`src/rtl/imm_extend_pipe.sv`:
```
// Handshaked immediate-extension stage: extends a raw immediate (SEXT/ZEXT/UPPER/BRANCH)
// into a 2-entry FIFO. Optional zero-latency bypass when the `IMM_EXT_BYPASS_EN macro is defined.
`default_nettype none

module imm_extend_pipe #(
    parameter int IN_W   = 16,
    parameter int OUT_W  = 32,
    parameter int MODE_W = 2
) (
    input  logic              clk,
    input  logic              rst,
    input  logic              flush,
    input  logic              in_valid,
    output logic              in_ready,
    input  logic [IN_W-1:0]   in_imm,
    input  logic [MODE_W-1:0] in_mode,
    output logic              out_valid,
    input  logic              out_ready,
    output logic [OUT_W-1:0]  out_data,
    output logic [MODE_W-1:0] out_mode
);

    localparam logic [MODE_W-1:0] MODE_SEXT   = 2'b00;
    localparam logic [MODE_W-1:0] MODE_ZEXT   = 2'b01;
    localparam logic [MODE_W-1:0] MODE_UPPER  = 2'b10;
    localparam logic [MODE_W-1:0] MODE_BRANCH = 2'b11;

    function automatic logic [OUT_W-1:0] extend_imm(
        input logic [IN_W-1:0]   imm,
        input logic [MODE_W-1:0] mode
    );
        logic [OUT_W-1:0] sext_v;
        sext_v = {{(OUT_W-IN_W){imm[IN_W-1]}}, imm};
        case (mode)
            MODE_SEXT:   extend_imm = sext_v;
            MODE_ZEXT:   extend_imm = {{(OUT_W-IN_W){1'b0}}, imm};
            MODE_UPPER:  extend_imm = {imm, {(OUT_W-IN_W){1'b0}}};
            // IN_W <= OUT_W-2 guarantees the dropped top bits are sign copies
            MODE_BRANCH: extend_imm = {sext_v[OUT_W-3:0], 2'b00};
            default:     extend_imm = sext_v;
        endcase
    endfunction

    logic [1:0]        count_r;
    logic [OUT_W-1:0]  head_data_r;
    logic [MODE_W-1:0] head_mode_r;
    logic [OUT_W-1:0]  tail_data_r;
    logic [MODE_W-1:0] tail_mode_r;

    logic [OUT_W-1:0]  ext_s;
    logic              accept_s;
    logic              release_s;
    logic              pass_s;

    assign ext_s     = extend_imm(in_imm, in_mode);
    assign in_ready  = (count_r != 2'd2);
    assign accept_s  = in_valid & in_ready;
    assign release_s = out_valid & out_ready;

`ifdef IMM_EXT_BYPASS_EN
    logic bypass_s;

    // Present the incoming item directly when the buffer is empty
    always_comb begin
        bypass_s = (count_r == 2'd0) & in_valid & ~flush & ~rst;
        pass_s   = bypass_s & out_ready;
        if (bypass_s) begin
            out_valid = 1'b1;
            out_data  = ext_s;
            out_mode  = in_mode;
        end else begin
            out_valid = (count_r != 2'd0);
            out_data  = head_data_r;
            out_mode  = head_mode_r;
        end
    end
`else
    assign pass_s    = 1'b0;
    assign out_valid = (count_r != 2'd0);
    assign out_data  = head_data_r;
    assign out_mode  = head_mode_r;
`endif

    // FIFO occupancy and entry storage; flush wins over accept/release
    always_ff @(posedge clk or posedge rst) begin
        if (rst) begin
            count_r     <= 2'd0;
            head_data_r <= {OUT_W{1'b0}};
            head_mode_r <= {MODE_W{1'b0}};
            tail_data_r <= {OUT_W{1'b0}};
            tail_mode_r <= {MODE_W{1'b0}};
        end else if (flush) begin
            count_r <= 2'd0;
        end else begin
            case (count_r)
                2'd0: begin
                    if (accept_s && !pass_s) begin
                        head_data_r <= ext_s;
                        head_mode_r <= in_mode;
                        count_r     <= 2'd1;
                    end else begin
                        count_r <= 2'd0;
                    end
                end
                2'd1: begin
                    if (accept_s && release_s) begin
                        head_data_r <= ext_s;
                        head_mode_r <= in_mode;
                        count_r     <= 2'd1;
                    end else if (accept_s) begin
                        tail_data_r <= ext_s;
                        tail_mode_r <= in_mode;
                        count_r     <= 2'd2;
                    end else if (release_s) begin
                        count_r <= 2'd0;
                    end else begin
                        count_r <= 2'd1;
                    end
                end
                2'd2: begin
                    if (release_s) begin
                        head_data_r <= tail_data_r;
                        head_mode_r <= tail_mode_r;
                        count_r     <= 2'd1;
                    end else begin
                        count_r <= 2'd2;
                    end
                end
                default: begin
                    count_r <= 2'd0;
                end
            endcase
        end
    end

endmodule

`default_nettype wire

```
`config.mk`:
```
export PLATFORM = sky130hd
export DESIGN_NAME = imm_extend_pipe
export DESIGN_NICKNAME = d
export VERILOG_FILES = /design/src/rtl/imm_extend_pipe.sv
export SDC_FILE = /design/constraint.sdc
export NUM_CORES = 1
export LEC_CHECK = 0
export ABC_AREA = 1
export BUFFER_PORTS_ARGS = -buffer_cell sky130_fd_sc_hd__buf_2
export CORE_MARGIN = 4
export CORE_UTILIZATION = 50
export DETAILED_ROUTE_END_ITERATION = 6
export GPL_TIMING_DRIVEN = 0
export PLACE_DENSITY_LB_ADDON = 0.2
export SLEW_MARGIN = 10
export SYNTH_ARGS = -nofsm -noshare
export SYNTH_HDL_FRONTEND = slang
export SYNTH_SLANG_ARGS = --single-unit
export TNS_END_PERCENT = 5
```
`constraint.sdc`:
```
create_clock -name clk -period 2 [get_ports clk]
set_input_delay 0.2 -clock clk [delete_from_list [all_inputs] [get_ports clk]]
set_output_delay 0.2 -clock clk [all_outputs]
set_load 0.01 [all_outputs]
```
==> flow_summary.ini, run 1 <==
[power_and_ir_drop]
p_int_w = 0.00250
switching_share = 0.312
clkPwrFrac = 0.274
ir_drop_v = 0.000423
p_switching_w = 0.00114
power_leakage_nw = 2.40
power.share.combinational = 0.221
p_seq_frac = 0.505
power_density_mw_per_mm2 = 867
power_w = 0.00363

[sta]
final_hold_viol_count = 0
post-route-period-util = 0.810
final.setup.tns_ns = 0
fmax_ghz = 0.617
worst_pin_slew_ns = 0.473
setup_viol = 0
slew_headroom = 0.684
rsz0062_at_grt = no
slew_viol_final = 0
final.setup_skew_ns = 0.00911
finalCriticalPeriod_ns = 1.62

[worst_setup_path]
crit_slowest_cell = dfrtp_1
crit_top_cell = buf_2
end_kind = output pin
cp_top_family = buffers and inverters
cp-start-kind = flip-flop
crit_arrival_ns = 1.42
crit_required_ns = 1.80
crit_chain = inv_2 > nand2_2 > buf_2 > buf_2
critPathMaxStageDelay_ns = 0.40
path_buf_inv = 3
crit_fanout = 10
criticalPathCategory = reg -> out

[grt]
grt_overflow = 0
grt_usage = 0.226
grt_pass1_vias = 3195
grt_pass1_wl_mm = 15.2
antenna_found_initial = 0
grt_max_degree = 53

[clock_tree]
cts_root_buffer = clkbuf_8
ctsLongestPathBuffers = 2
htree_levels = 3
cts_buffers = 9
post_cts_buffers = 0
cts_tree = done
clk_latency_ns = 0.34
ctsHoldBuffers = 1
clock-sinks = 70
ctsResizeCount = 0
clk_pin_slew_ns = 0.07

[floorplan]
die_x_um = 92.6
core_area_mm2 = 0.00687
fp.dieH_um = 92.6
initial_core_util = 0.521
ios = 59
row_count = 30
dieArea_mm2 = 0.00858

[route]
dr.first_iter.drc_count = 273
ant_nets = 0
wl_per_cell_um = 13.7
wl_mm = 9.04
drc_errors = 0
vias_per_cell = 5.18
drtPass1Iterations = 5
vias = 3416

[place]
gp_congestion = 0.940
dp.final_hpwl_mm = 6.61
io_buffers = 57

[logic_synthesis]
ys_warn_count = 0
synth_top_area_share = 0.489
netlist_area_mm2 = 0.00358
yosysUniqueCellTypes = 20
synth-async-reset-ratio = 1.00
synth_fp_nets = 512
synth_area_leader_cell = dfrtp_1
ys_top_cells_by_count = nand2_1, dfrtp_1, nand3_1
yosys_most_used_dff = dfrtp_1
avgSynthCellArea_um2 = 7.32
ys_ff_latch = 70
syn_inst = 489
synth_edf_count = 0
yosys.cell_count.top_type = nand2_1
synth_seq_area_share = 0.489
synth_area_leaders = dfrtp_1, nand2_1, nand3_1

[job]
cap_violations = 0

[layout]
fin_nets = 582
drive_gt1_frac = 0.200
n_antenna_cell = 0
fin_util = 0.610
area_growth_pct = 17.1

[run_status]
status = completed

[hold_path]
hp-class = in -> reg
## path summary, 6_finish.rpt
| kind | start | to | slack [ns] | cells after the start |
|---|---|---|---|---|
| min in group asynchronous | rst | out_data[20] | 0.35 | 3 |
| max in group asynchronous | rst | out_data[22] | 1.10 | 4 |
| max | count_r[0] | in_ready | 0.38 | 4 |
| max reg2reg | count_r[1] | out_data[22] | 0.50 | 7 |
| min | flush | count_r[1] | 0.06 | 2 |
| min reg2reg | out_data[31] | out_data[31] | 0.47 | 2 |
## kinds of logic after synthesis
| kind of cell | count (synthesis) | synth area share |
|---|---|---|
| AO/OA/AOI/OAI | 34 | 0.0479 |
| AND/OR/NAND/NOR | 326 | 0.375 |
| flip-flops | 70 | 0.489 |
| buffers and inverters | 59 | 0.0877 |
## power groups by stage
stage	Sequential, W	Clock [W]	Combinational [W]
final	0.00184	0.000995	0.000803
after global routing	0.00187	0.00108	0.000919
after CTS	0.00184	0.00101	0.000811
after detailed placement	0.00186	0	0.000804
after global placement	0.00185	0	0.000777
after floorplan	0.00191	0	0.000457
## registers in the layout (all words and copies together), names as in the netlist
signal	cells
count_r	2
out_data	32
out_mode	2
tail_data_r	32
tail_mode_r	2
## cell usage in the layout, fill, tap and decap left out, types with 2 or more instances in the layout
master and n:
o21ai_0 29, inv_4 2, clkbuf_1 4, inv_2 5, buf_4 5, a21oi_1 2
inv_1 23, buf_2 72, dfrtp_1 70, clkinv_2 3, o21ai_1 2, clkbuf_8 10
buf_6 7, nand3_1 59, nand2_1 254, nand2_2 3, nor2_1 5, nand3_2 2
## per-stage QoR
stage	setup WS [ns]	cells	hold WS (ns)	instance area (um2)
after global routing	0.313	660	0.0600	4190
after CTS	0.393	660	0.0527	4190
after floorplan	0.0318	489	0.266	3580
final	0.379	660	0.0617	4190
after detailed placement	0.543	643	0.165	4020
after global placement	-0.817	642	0.415	3990
## routing by layer
layer	track usage	up-vias	part of all wire
met2	0.344	132	0.45
met1	0.319	1610	0.46
met3	0.0447	14	0.072
met5	0	-	0
li1	-	1660	-
met4	0.0830	0	0.020
## area by class of cell
cell class                 instances  area [um2]
buffer                            29         199
clock buffer                      12         145
clock inverter                     4        22.5
fill                             625        2680
inverter                          30         118
multi-input combinational        360        1510
sequential                        70        1750
tap                               96         120
timing repair buffer              59         323
No activity file was read; power rests on OpenSTA's default activity.
==> run 2: changes to the inputs <==
==> constraint.sdc (replaced) <==
create_clock -name clk -period 1.5 [get_ports clk]
set_input_delay 0.15 -clock clk [delete_from_list [all_inputs] [get_ports clk]]
set_output_delay 0.15 -clock clk [all_outputs]
set_load 0.01 [all_outputs]
==> run 2 against run 1 <==
  * The flow now finishes with violations (negative setup slack)
  * Combinational power grew 36%
  * Die area is the same
  * Final cell count is the same
  * Register-to-register slack lost 0.48 ns
  * Critical path depth is the same
  * Clock-buffer cell count shrank 1
  * Utilization grew 0.80 points
  * Via count grew 0.79%
  * Clock power grew 52%
  * Sequential power grew 33%
==> flow_summary.ini, run 2 (synthesis results as in run 1) <==
[run_status]
status = finished, violations left
violations = negative setup slack

[floorplan]
row_count = 30
fp.dieH_um = 92.6
initial_core_util = 0.521
dieArea_mm2 = 0.00858
core_area_mm2 = 0.00687
ios = 59
die_x_um = 92.6

[route]
vias_per_cell = 5.22
drtPass1Iterations = 5
vias = 3443
wl_per_cell_um = 14.1
wl_mm = 9.30
ant_nets = 0
dr.first_iter.drc_count = 279
drc_errors = 0

[sta]
slew_viol_final = 0
worst_pin_slew_ns = 0.734
finalCriticalPeriod_ns = 1.52
final.setup_skew_ns = 0.00858
rsz0062_at_grt = yes
post-route-period-util = 1.01
fmax_ghz = 0.660
final.setup.tns_ns = -0.0150
setup_viol = 1
setup_slack_ns = -0.0150
slew_headroom = 0.510
final_hold_viol_count = 0
hold_ws_ns = 0.111

[grt]
grt_usage = 0.231
grt_pass1_wl_mm = 15.5
grt_overflow = 0
grt_pass1_vias = 3214
antenna_found_initial = 0
grt_max_degree = 39

[clock_tree]
clock-sinks = 70
clk_latency_ns = 0.34
cts_tree = done
cts_buffers = 9
ctsLongestPathBuffers = 2
htree_levels = 3
cts_root_buffer = clkbuf_8
clk_pin_slew_ns = 0.07

[layout]
final_cells = 660
regArea_mm2 = 0.00175
final_common_cell = nand2_1
n_antenna_cell = 0
multi_input_area_mm2 = 0.00153
n_fill_cell = 651
drive_gt1_frac = 0.207
area_growth_pct = 18.7
mostFrequentLayoutCells = nand2_1, dfrtp_1, buf_2
fin_nets = 583

[place]
dp_cells = 643
gp_congestion = 0.936
dp.final_hpwl_mm = 6.80
io_buffers = 57

[worst_setup_path]
crit_required_ns = 1.35
r2r_cells = 7
cp-start-kind = flip-flop
regToRegSetupSlack_ns = 0.02
crit_arrival_ns = 1.37
end_kind = output pin
crit_fanout = 10
criticalPathCategory = reg -> out

[hold_path]
hp-class = in -> reg
whs_path_depth = 3

[power_and_ir_drop]
ir_drop_v = 0.000555
power_leakage_nw = 2.41
power_w = 0.00505
power_density_mw_per_mm2 = 1190

[job]
cap_violations = 0
## run 2: cell count changes in the layout (fill, tap and decap cells not counted), sizes merged
| cell | change |
|---|---|
| buf | -3 |
| clkbuf | +2 |
| bufinv | +1 |
| clkinv | -1 |
| clkinvlp | +1 |
| dlygate4sd3 | +1 |
| inv | -1 |
## run 2: worst paths after layout
check	start	to
hold reg to reg	out_data[13]	out_data[13]
max in group asynchronous	rst	tail_data_r[7]
setup / recovery	count_r[0]	in_ready
setup reg to reg	count_r[0]	out_data[8]
min in group asynchronous	rst	tail_data_r[26]
hold / removal	out_ready	count_r[0]
## run 2: per-stage QoR
stage               worst slack, ns  utilization  area, um2
floorplan                     0.241            -       3580
global placement             0.0496        0.581       3990
detailed placement          0.00381        0.584       4010
CTS                         -0.0150        0.615       4220
global route                -0.0961        0.618       4250
finish                      -0.0150        0.618       4250
## run 2: routing by layer
| layer | share of wire | track usage | wire length (um) |
|---|---|---|---|
| met5 | 0 | 0 | 0 |
| met2 | 0.47 | 0.357 | 4340 |
| met1 | 0.44 | 0.327 | 4050 |
| met3 | 0.078 | 0.0390 | 724 |
| met4 | 0.020 | 0.0891 | 187 |
## run 2: repair_timing
action	CTS	global route
endpoints found under the hold margin	33	0
hold buffers	2	0
resized for setup	2	12
setup endpoints to repair	3	60
buffers inserted	0	0
## run 2: critical path, cell delays in order (launching register included)
cell,delay (ns)
dfrtp_1,0.42
inv_2,0.10
nand2_2,0.14
buf_4,0.22
buf_2,0.14
## run 2: power by group
group | total, W | switching [W] | internal (W)
logic | 0.00109 | 0.000673 | 0.000413
clock network | 0.00151 | 0.000707 | 0.000799
registers | 0.00245 | 0.000171 | 0.00228
total | 0.00505 | 0.00155 | 0.00349
## run 2: cell type report
cell class	instances	share of cell area
plain buffers	29	0.0513
clock inverters	4	0.0112
clock buffers	11	0.0333
repair buffers	60	0.0766
well taps	96	0.0283
inverters	30	0.0280
multi-input cells	360	0.359
flip-flops and latches	70	0.412
